## config.mk

```make
export PLATFORM = sky130hd
export DESIGN_NAME = lsu_ctrl
export DESIGN_NICKNAME = d
export VERILOG_FILES = /design/src/rtl/lsu_pkg.sv /design/src/rtl/lsu_align.sv /design/src/rtl/lsu_ctrl.sv
export SDC_FILE = /design/constraint.sdc
export NUM_CORES = 1
export LEC_CHECK = 0
export CAP_MARGIN = 20
export CORE_ASPECT_RATIO = 0.7
export CORE_UTILIZATION = 48
export CTS_CLUSTER_DIAMETER = 60
export DETAILED_ROUTE_END_ITERATION = 10
export GPL_ROUTABILITY_DRIVEN = 0
export PLACE_DENSITY = 0.81
export SLEW_MARGIN = 20
export SYNTH_ARGS = -nofsm -noshare
export SYNTH_HDL_FRONTEND = slang
export SYNTH_SLANG_ARGS = --single-unit
```

## constraint.sdc

```tcl
create_clock -name i_clk -period 2.8 [get_ports i_clk]
set_input_delay 0.42 -clock i_clk [delete_from_list [all_inputs] [get_ports i_clk]]
set_output_delay 0.42 -clock i_clk [all_outputs]
set_load 0.02 [all_outputs]
```

## src/rtl/lsu_pkg.sv

```systemverilog
// -----------------------------------------------------------------------------
// lsu_pkg
// Shared definitions for the load/store sequencer:
//   - lsu_state_e : sequencer states
//   - F3_*        : RV32I load/store funct3 width/sign codes
//   - WORD_W      : memory word width (only 32 is supported)
//   - is_misaligned / is_illegal : request classification helpers
// -----------------------------------------------------------------------------
package lsu_pkg;

    localparam int WORD_W = 32;

    typedef enum logic [2:0] {
        IDLE  = 3'd0,
        READ  = 3'd1,
        CAP   = 3'd2,
        WRITE = 3'd3,
        RESP  = 3'd4
    } lsu_state_e;

    localparam logic [2:0] F3_B  = 3'b000;
    localparam logic [2:0] F3_H  = 3'b001;
    localparam logic [2:0] F3_W  = 3'b010;
    localparam logic [2:0] F3_BU = 3'b100;
    localparam logic [2:0] F3_HU = 3'b101;

    // Halfword needs addr[0]=0, word needs addr[1:0]=0; bytes are always aligned.
    function automatic logic is_misaligned(input logic [2:0] funct3,
                                           input logic [1:0] addr_lo);
        logic mis;
        case (funct3[1:0])
            2'b01:   mis = addr_lo[0];
            2'b10:   mis = (addr_lo != 2'b00);
            default: mis = 1'b0;
        endcase
        return mis;
    endfunction

    // Loads accept B/H/W/BU/HU; stores accept only B/H/W.
    function automatic logic is_illegal(input logic       we,
                                        input logic [2:0] funct3);
        logic ill;
        case (funct3)
            F3_B, F3_H, F3_W: ill = 1'b0;
            F3_BU, F3_HU:     ill = we;
            default:          ill = 1'b1;
        endcase
        return ill;
    endfunction

endpackage

```

## src/rtl/lsu_align.sv

```systemverilog
// -----------------------------------------------------------------------------
// lsu_align
// Purely combinational lane logic for the load/store sequencer.
//   funct3     in  : width/sign code of the access
//   addr_lo    in  : byte offset within the word
//   rdata      in  : word read from memory
//   wdata      in  : right-aligned store payload
//   load_data  out : selected lane, sign/zero extended
//   merge_data out : read word with the store payload merged at its lane
// Halfword lanes are chosen by addr_lo[1] alone so that, when misalignment
// is not trapped, addr_lo[0] is simply ignored.
// -----------------------------------------------------------------------------
module lsu_align
    import lsu_pkg::*;
(
    input  logic [2:0]        funct3,
    input  logic [1:0]        addr_lo,
    input  logic [WORD_W-1:0] rdata,
    input  logic [WORD_W-1:0] wdata,
    output logic [WORD_W-1:0] load_data,
    output logic [WORD_W-1:0] merge_data
);

    logic [7:0]  byte_s;
    logic [15:0] half_s;

    // Load lane extraction and extension
    always_comb begin
        byte_s = rdata[{addr_lo, 3'b000} +: 8];
        if (addr_lo[1]) begin
            half_s = rdata[31:16];
        end else begin
            half_s = rdata[15:0];
        end
        case (funct3)
            F3_B:    load_data = {{24{byte_s[7]}}, byte_s};
            F3_BU:   load_data = {24'h000000, byte_s};
            F3_H:    load_data = {{16{half_s[15]}}, half_s};
            F3_HU:   load_data = {16'h0000, half_s};
            F3_W:    load_data = rdata;
            default: load_data = rdata;
        endcase
    end

    // Store lane merge into the read word
    always_comb begin
        merge_data = rdata;
        case (funct3[1:0])
            2'b00: begin
                merge_data[{addr_lo, 3'b000} +: 8] = wdata[7:0];
            end
            2'b01: begin
                if (addr_lo[1]) begin
                    merge_data[31:16] = wdata[15:0];
                end else begin
                    merge_data[15:0] = wdata[15:0];
                end
            end
            default: begin
                merge_data = wdata;
            end
        endcase
    end

endmodule

```

## src/rtl/lsu_ctrl.sv

```systemverilog
// -----------------------------------------------------------------------------
// lsu_ctrl
// Load/store sequencer in front of a word-wide, synchronous-read data memory.
// Byte/halfword stores become read-modify-write; loads are lane-extracted and
// extended. The core is stalled through o_busy until o_done.
//
// Ports:
//   i_clk, i_reset     : clock (rising edge), async active-low reset
//   i_req/i_we/i_funct3/i_addr/i_wdata : request, sampled only in IDLE
//   o_rdata            : extended load result, held until the next load
//   o_done/o_err       : one-cycle completion pulse and its error flag
//   o_busy             : high from the cycle after acceptance to o_done
//   o_mem_addr/o_mem_wdata/o_mem_wren : dmem word address, data, write enable
//   i_mem_rdata        : dmem registered read data
//
// Configuration macro:
//   LSU_MISALIGN_TRAP_EN : when defined, misaligned halfword/word accesses
//                          complete with o_err=1. When undefined, halfwords
//                          use addr[1] only and words ignore addr[1:0].
//
// All outputs are registered; they are computed from the next state so that
// their timing matches the state they belong to.
// -----------------------------------------------------------------------------
module lsu_ctrl
    import lsu_pkg::*;
#(
    parameter int ADDR_W = 32,
    parameter int DATA_W = 32
) (
    input  logic              i_clk,
    input  logic              i_reset,
    input  logic              i_req,
    input  logic              i_we,
    input  logic [2:0]        i_funct3,
    input  logic [ADDR_W-1:0] i_addr,
    input  logic [DATA_W-1:0] i_wdata,
    output logic [DATA_W-1:0] o_rdata,
    output logic              o_done,
    output logic              o_err,
    output logic              o_busy,
    output logic [ADDR_W-1:0] o_mem_addr,
    output logic [DATA_W-1:0] o_mem_wdata,
    output logic              o_mem_wren,
    input  logic [DATA_W-1:0] i_mem_rdata
);

    lsu_state_e        state_r;
    lsu_state_e        next_state_s;

    logic [2:0]        funct3_r;
    logic              we_r;
    logic [1:0]        addr_lo_r;
    logic [DATA_W-1:0] wdata_r;

    logic              accept_s;
    logic              illegal_s;
    logic              misal_s;
    logic              req_err_s;
    logic [DATA_W-1:0] load_s;
    logic [DATA_W-1:0] merge_s;

    // Request classification at the IDLE sampling point
    always_comb begin
        accept_s  = (state_r == IDLE) && i_req;
        illegal_s = is_illegal(i_we, i_funct3);
`ifdef LSU_MISALIGN_TRAP_EN
        misal_s   = is_misaligned(i_funct3, i_addr[1:0]);
`else
        misal_s   = 1'b0;
`endif
        req_err_s = illegal_s | misal_s;
    end

    // Sequencer state register
    always_ff @(posedge i_clk or negedge i_reset) begin
        if (!i_reset) begin
            state_r <= IDLE;
        end else begin
            state_r <= next_state_s;
        end
    end

    // Sequencer next-state logic
    always_comb begin
        next_state_s = state_r;
        case (state_r)
            IDLE: begin
                if (accept_s) begin
                    if (req_err_s) begin
                        next_state_s = RESP;
                    end else if (i_we && (i_funct3 == F3_W)) begin
                        next_state_s = WRITE;
                    end else begin
                        next_state_s = READ;
                    end
                end else begin
                    next_state_s = IDLE;
                end
            end
            READ:    next_state_s = CAP;
            CAP: begin
                if (we_r) begin
                    next_state_s = WRITE;
                end else begin
                    next_state_s = RESP;
                end
            end
            WRITE:   next_state_s = RESP;
            RESP:    next_state_s = IDLE;
            default: next_state_s = IDLE;
        endcase
    end

    lsu_align u_align (
        .funct3     (funct3_r),
        .addr_lo    (addr_lo_r),
        .rdata      (i_mem_rdata),
        .wdata      (wdata_r),
        .load_data  (load_s),
        .merge_data (merge_s)
    );

    // Request latches, registered outputs and the RMW write buffer
    always_ff @(posedge i_clk or negedge i_reset) begin
        if (!i_reset) begin
            funct3_r    <= 3'b000;
            we_r        <= 1'b0;
            addr_lo_r   <= 2'b00;
            wdata_r     <= {DATA_W{1'b0}};
            o_rdata     <= {DATA_W{1'b0}};
            o_done      <= 1'b0;
            o_err       <= 1'b0;
            o_busy      <= 1'b0;
            o_mem_addr  <= {ADDR_W{1'b0}};
            o_mem_wdata <= {DATA_W{1'b0}};
            o_mem_wren  <= 1'b0;
        end else begin
            o_busy     <= (next_state_s != IDLE);
            o_done     <= (next_state_s == RESP);
            // Only an erroring request goes straight from IDLE to RESP.
            o_err      <= (state_r == IDLE) && (next_state_s == RESP);
            o_mem_wren <= (next_state_s == WRITE);

            if (accept_s) begin
                funct3_r  <= i_funct3;
                we_r      <= i_we;
                addr_lo_r <= i_addr[1:0];
                wdata_r   <= i_wdata;
                // Erroring requests leave the memory interface untouched.
                if (!req_err_s) begin
                    o_mem_addr <= {i_addr[ADDR_W-1:2], 2'b00};
                end
                if (!req_err_s && i_we && (i_funct3 == F3_W)) begin
                    o_mem_wdata <= i_wdata;
                end
            end

            if (state_r == CAP) begin
                if (we_r) begin
                    o_mem_wdata <= merge_s;
                end else begin
                    o_rdata <= load_s;
                end
            end
        end
    end

endmodule

```

==> impl_metrics.toml <==
[timing]
finalSetupViolCount = 0
rsz0062_at_grt = "false"
finClkSkew_ns = 0.00785
hold_violations = 0
max_clock_freq_mhz = 398
fin_crit_sh_pct = 89.8
drv_slew = 0
slew_headroom_pct = 30.9
tightest_slew_ns = 1.03
layout_min_cycle_time_ns = 2.52
timing.setup.tns_ns = 0

[synth]
syn_avg_cell_area_um2 = 11.3
synth_area_leaders = "dfrtp_1 (51%), mux2_2 (12%), mux2i_1 (5.9%)"
synth_top_area_cell = "dfrtp_1"
yosys.area_share.simple_pct = 12.9
synth-async-reset-ratio_pct = 100
ys_ff_latch = 139
synth.area.mux_share_pct = 18.3
synthDistinctLibCells = 45
netlist_area_mm2 = 0.00676
synth_top_family_by_area = "multiplexers"
synth-compound-area-share_pct = 13.1
synthAdderAreaFrac_pct = 0.926
synthCells = 600
ys.warnings.count = 0
yosysMostFrequentCell = "dfrtp_1"
seq_area_frac_synth_pct = 51.5
synth_commonest_cells = "dfrtp_1 (139), mux2_2 (72), nand2_1 (64), mux2i_1 (40), nand3_1 (34)"
yosys.area.top_type_share_pct = 51.5
synth_edf_count = 0
ys.flop_type = "dfrtp_1"
synth_xor_area_share_pct = 0

[setup_path]
critPathLaunch = "addr_lo_r[0]"
cp-endpoint = "o_mem_wdata[12]"
end_kind = "register"
crit_chain = "inv_1 > ha_1 > or4b_1 > nor2_1 > a221oi_1 > mux2i_1"
path_max_fanout = 10
required_ns = 3.13
path_class = "register to register"
rr_startpoint = "addr_lo_r[0]"
reg2reg_slack_ns = 0.28
crit_cells = 6
crit_family = "simple AND/OR/NAND/NOR gates"
max_stage_delay_ns = 0.53
r2r_cells = 6
cp_slowest_cell = "dfrtp_1"
crit_buf_inv = 1
worst-endpoint-arrival_ns = 2.84
start_kind = "register"
reg2reg_to = "o_mem_wdata[12]"

[die]
ios = 203
start_util_pct = 50.3
die_h_um = 101
rows = 35
die_w_um = 144
placeableCoreArea_mm2 = 0.0134
die-area_mm2 = 0.0146

[job]
max_cap_violations = 0

[cells_and_area]
multi_input_area_mm2 = 0.00307
regArea_mm2 = 0.00348
fin_cells = 986
layout-drive-gt1-share_pct = 17.2
nets = 896
finish.utilization_pct = 70.9
final_area_mm2 = 0.00954
fillers = 952
areaGrowthSynthToFinish_pct = 41.1
antennaDiodeCount = 0

[clocking]
cts_resized = 0
cts.path.max_buffers = 2
cts_hold_buffers = 1
clk_latency_ns = 0.42
root_buffer = "clkbuf_16"
numCtsBuffers = 17
clock_sinks = 139
cts.htree.levels = 4
cts_tree = "done"
clk_pin_slew_ns = 0.06
postCtsSetupBuffers = 0

[detailed_routing]
post-route-drc-count = 0
drt_wl_total_um = 21600
routedWlPerCell_um = 21.9
dr.pass1.iters = 5
via_per_inst = 6.00
antenna_left = 0
drt_iter0_markers = 593
vias = 5918

[power]
p_int_mw = 7.19
p_per_area_mw_per_mm2 = 1240
switchingPower_mw = 4.66
clkPwrFrac_pct = 19.4
leakagePower_nw = 4.16
swShare_pct = 39.3
seqPwrFrac_pct = 32.4
p_comb_share_pct = 48.2
ir_drop_v = 0.000715
total_power_mw = 11.8

[status]
status = "completed"

[placement]
portBuffers = 200
place_area_mm2 = 0.00893
hpwl_um = 15600
post-place-cells = 953

[grt]
grt_pass1_vias = 5779
grt.overflow.total = 0
antenna_found_initial = 0
gr-usage-met3_pct = 8.75
grt_use_met2_pct = 44.2
grt_max_degree = 54
grt_use_total_pct = 30.1
grt_pass1_wl_um = 32500
met1_usage_pct = 42.9
gr-max-usage-layer = "met2"

[worst_hold_path]
hp-class = "input port to async pin"
## worst register-to-register path, delay by kind of cell, from the launching register on
family	cells	cell delay [ns]
flops	1	0.53
fa+ha+maj	1	0.25
simple gates	2	1.04
compound gates	1	0.21
buf+inv	1	0.17
mux	1	0.23
## final cells by class
cell class / instances / share of cell area, %
well taps: 185 / 2.43
clock inverters: 14 / 1.78
clock buffers: 18 / 4.50
multi-input cells: 408 / 32.2
flip-flops and latches: 139 / 36.5
inverters: 6 / 0.236
repair buffers: 216 / 22.4
## routing by layer
layer	up-vias	wire, µm
met3	42	2380
li1	2593	-
met2	345	9640
met4	0	340
met1	2938	9190
met5	-	0
## flip-flops by register name, summed over array words and instances, names as in the netlist, 2 cells and up
name / count
o_mem_addr: 30
wdata_r: 32
funct3_r: 3
o_mem_wdata: 32
o_rdata: 32
addr_lo_r: 2
state_r: 3
## power by group through the flow
stage / clock network [mW] / registers (mW) / logic (mW)
6_report: 2.29 / 3.84 / 5.71
5_1_grt: 2.39 / 3.95 / 6.08
4_1_cts: 2.30 / 3.81 / 5.69
3_5_place_dp: 0 / 3.83 / 5.66
3_3_place_gp: 0 / 3.78 / 5.48
2_1_floorplan: 0 / 4.43 / 2.60
## through the flow
| stage | worst slack (ns) | hold slack, ns |
|---|---|---|
| 2_1_floorplan | 0.311 | 0.124 |
| 6_report | 0.285 | 0.481 |
| 4_1_cts | 0.349 | 0.498 |
| 3_3_place_gp | 0.491 | 0.359 |
| 5_1_grt | 0.137 | 0.513 |
| 3_5_place_dp | 0.350 | 0.372 |
## cells in the final DEF (no fill, tap or decap), types with 10 or more instances in the layout
cell               n
a22o_1            15
buf_4             15
nand2_1           64
clkbuf_16         17
mux2_2            72
o21ai_0           14
nand3_1           33
a21oi_1           32
a221oi_1          23
dfrtp_1          139
a31oi_1           14
mux2i_1           40
nor3_1            10
nor4b_1           10
clkdlybuf4s50_1  199
nor2_1            10
## worst min path at each step
stage | endpoint | depth (start not counted) | slack, ns | startpoint
after global routing | o_mem_addr[20] | 2 | 0.51 | i_reset
after detailed placement | o_mem_addr[18] | 1 | 0.37 | i_reset
after CTS | o_mem_addr[18] | 2 | 0.50 | i_reset
after floorplan | addr_lo_r[0] | 0 | 0.12 | i_reset
final | o_mem_addr[18] | 2 | 0.48 | i_reset
after global placement | o_mem_addr[20] | 1 | 0.36 | i_reset
## cell families (layout without fill, tap and decap cells)
family / count (synthesis) / count (layout)
AND/OR/NAND/NOR: 163 / 163
flip-flops: 139 / 139
AO/OA/AOI/OAI: 125 / 125
multiplexers: 113 / 113
buffers and inverters: 54 / 254
adder cells (fa/ha/maj): 5 / 5
other: 1 / 2
No activity file was read; power rests on OpenSTA's default activity.
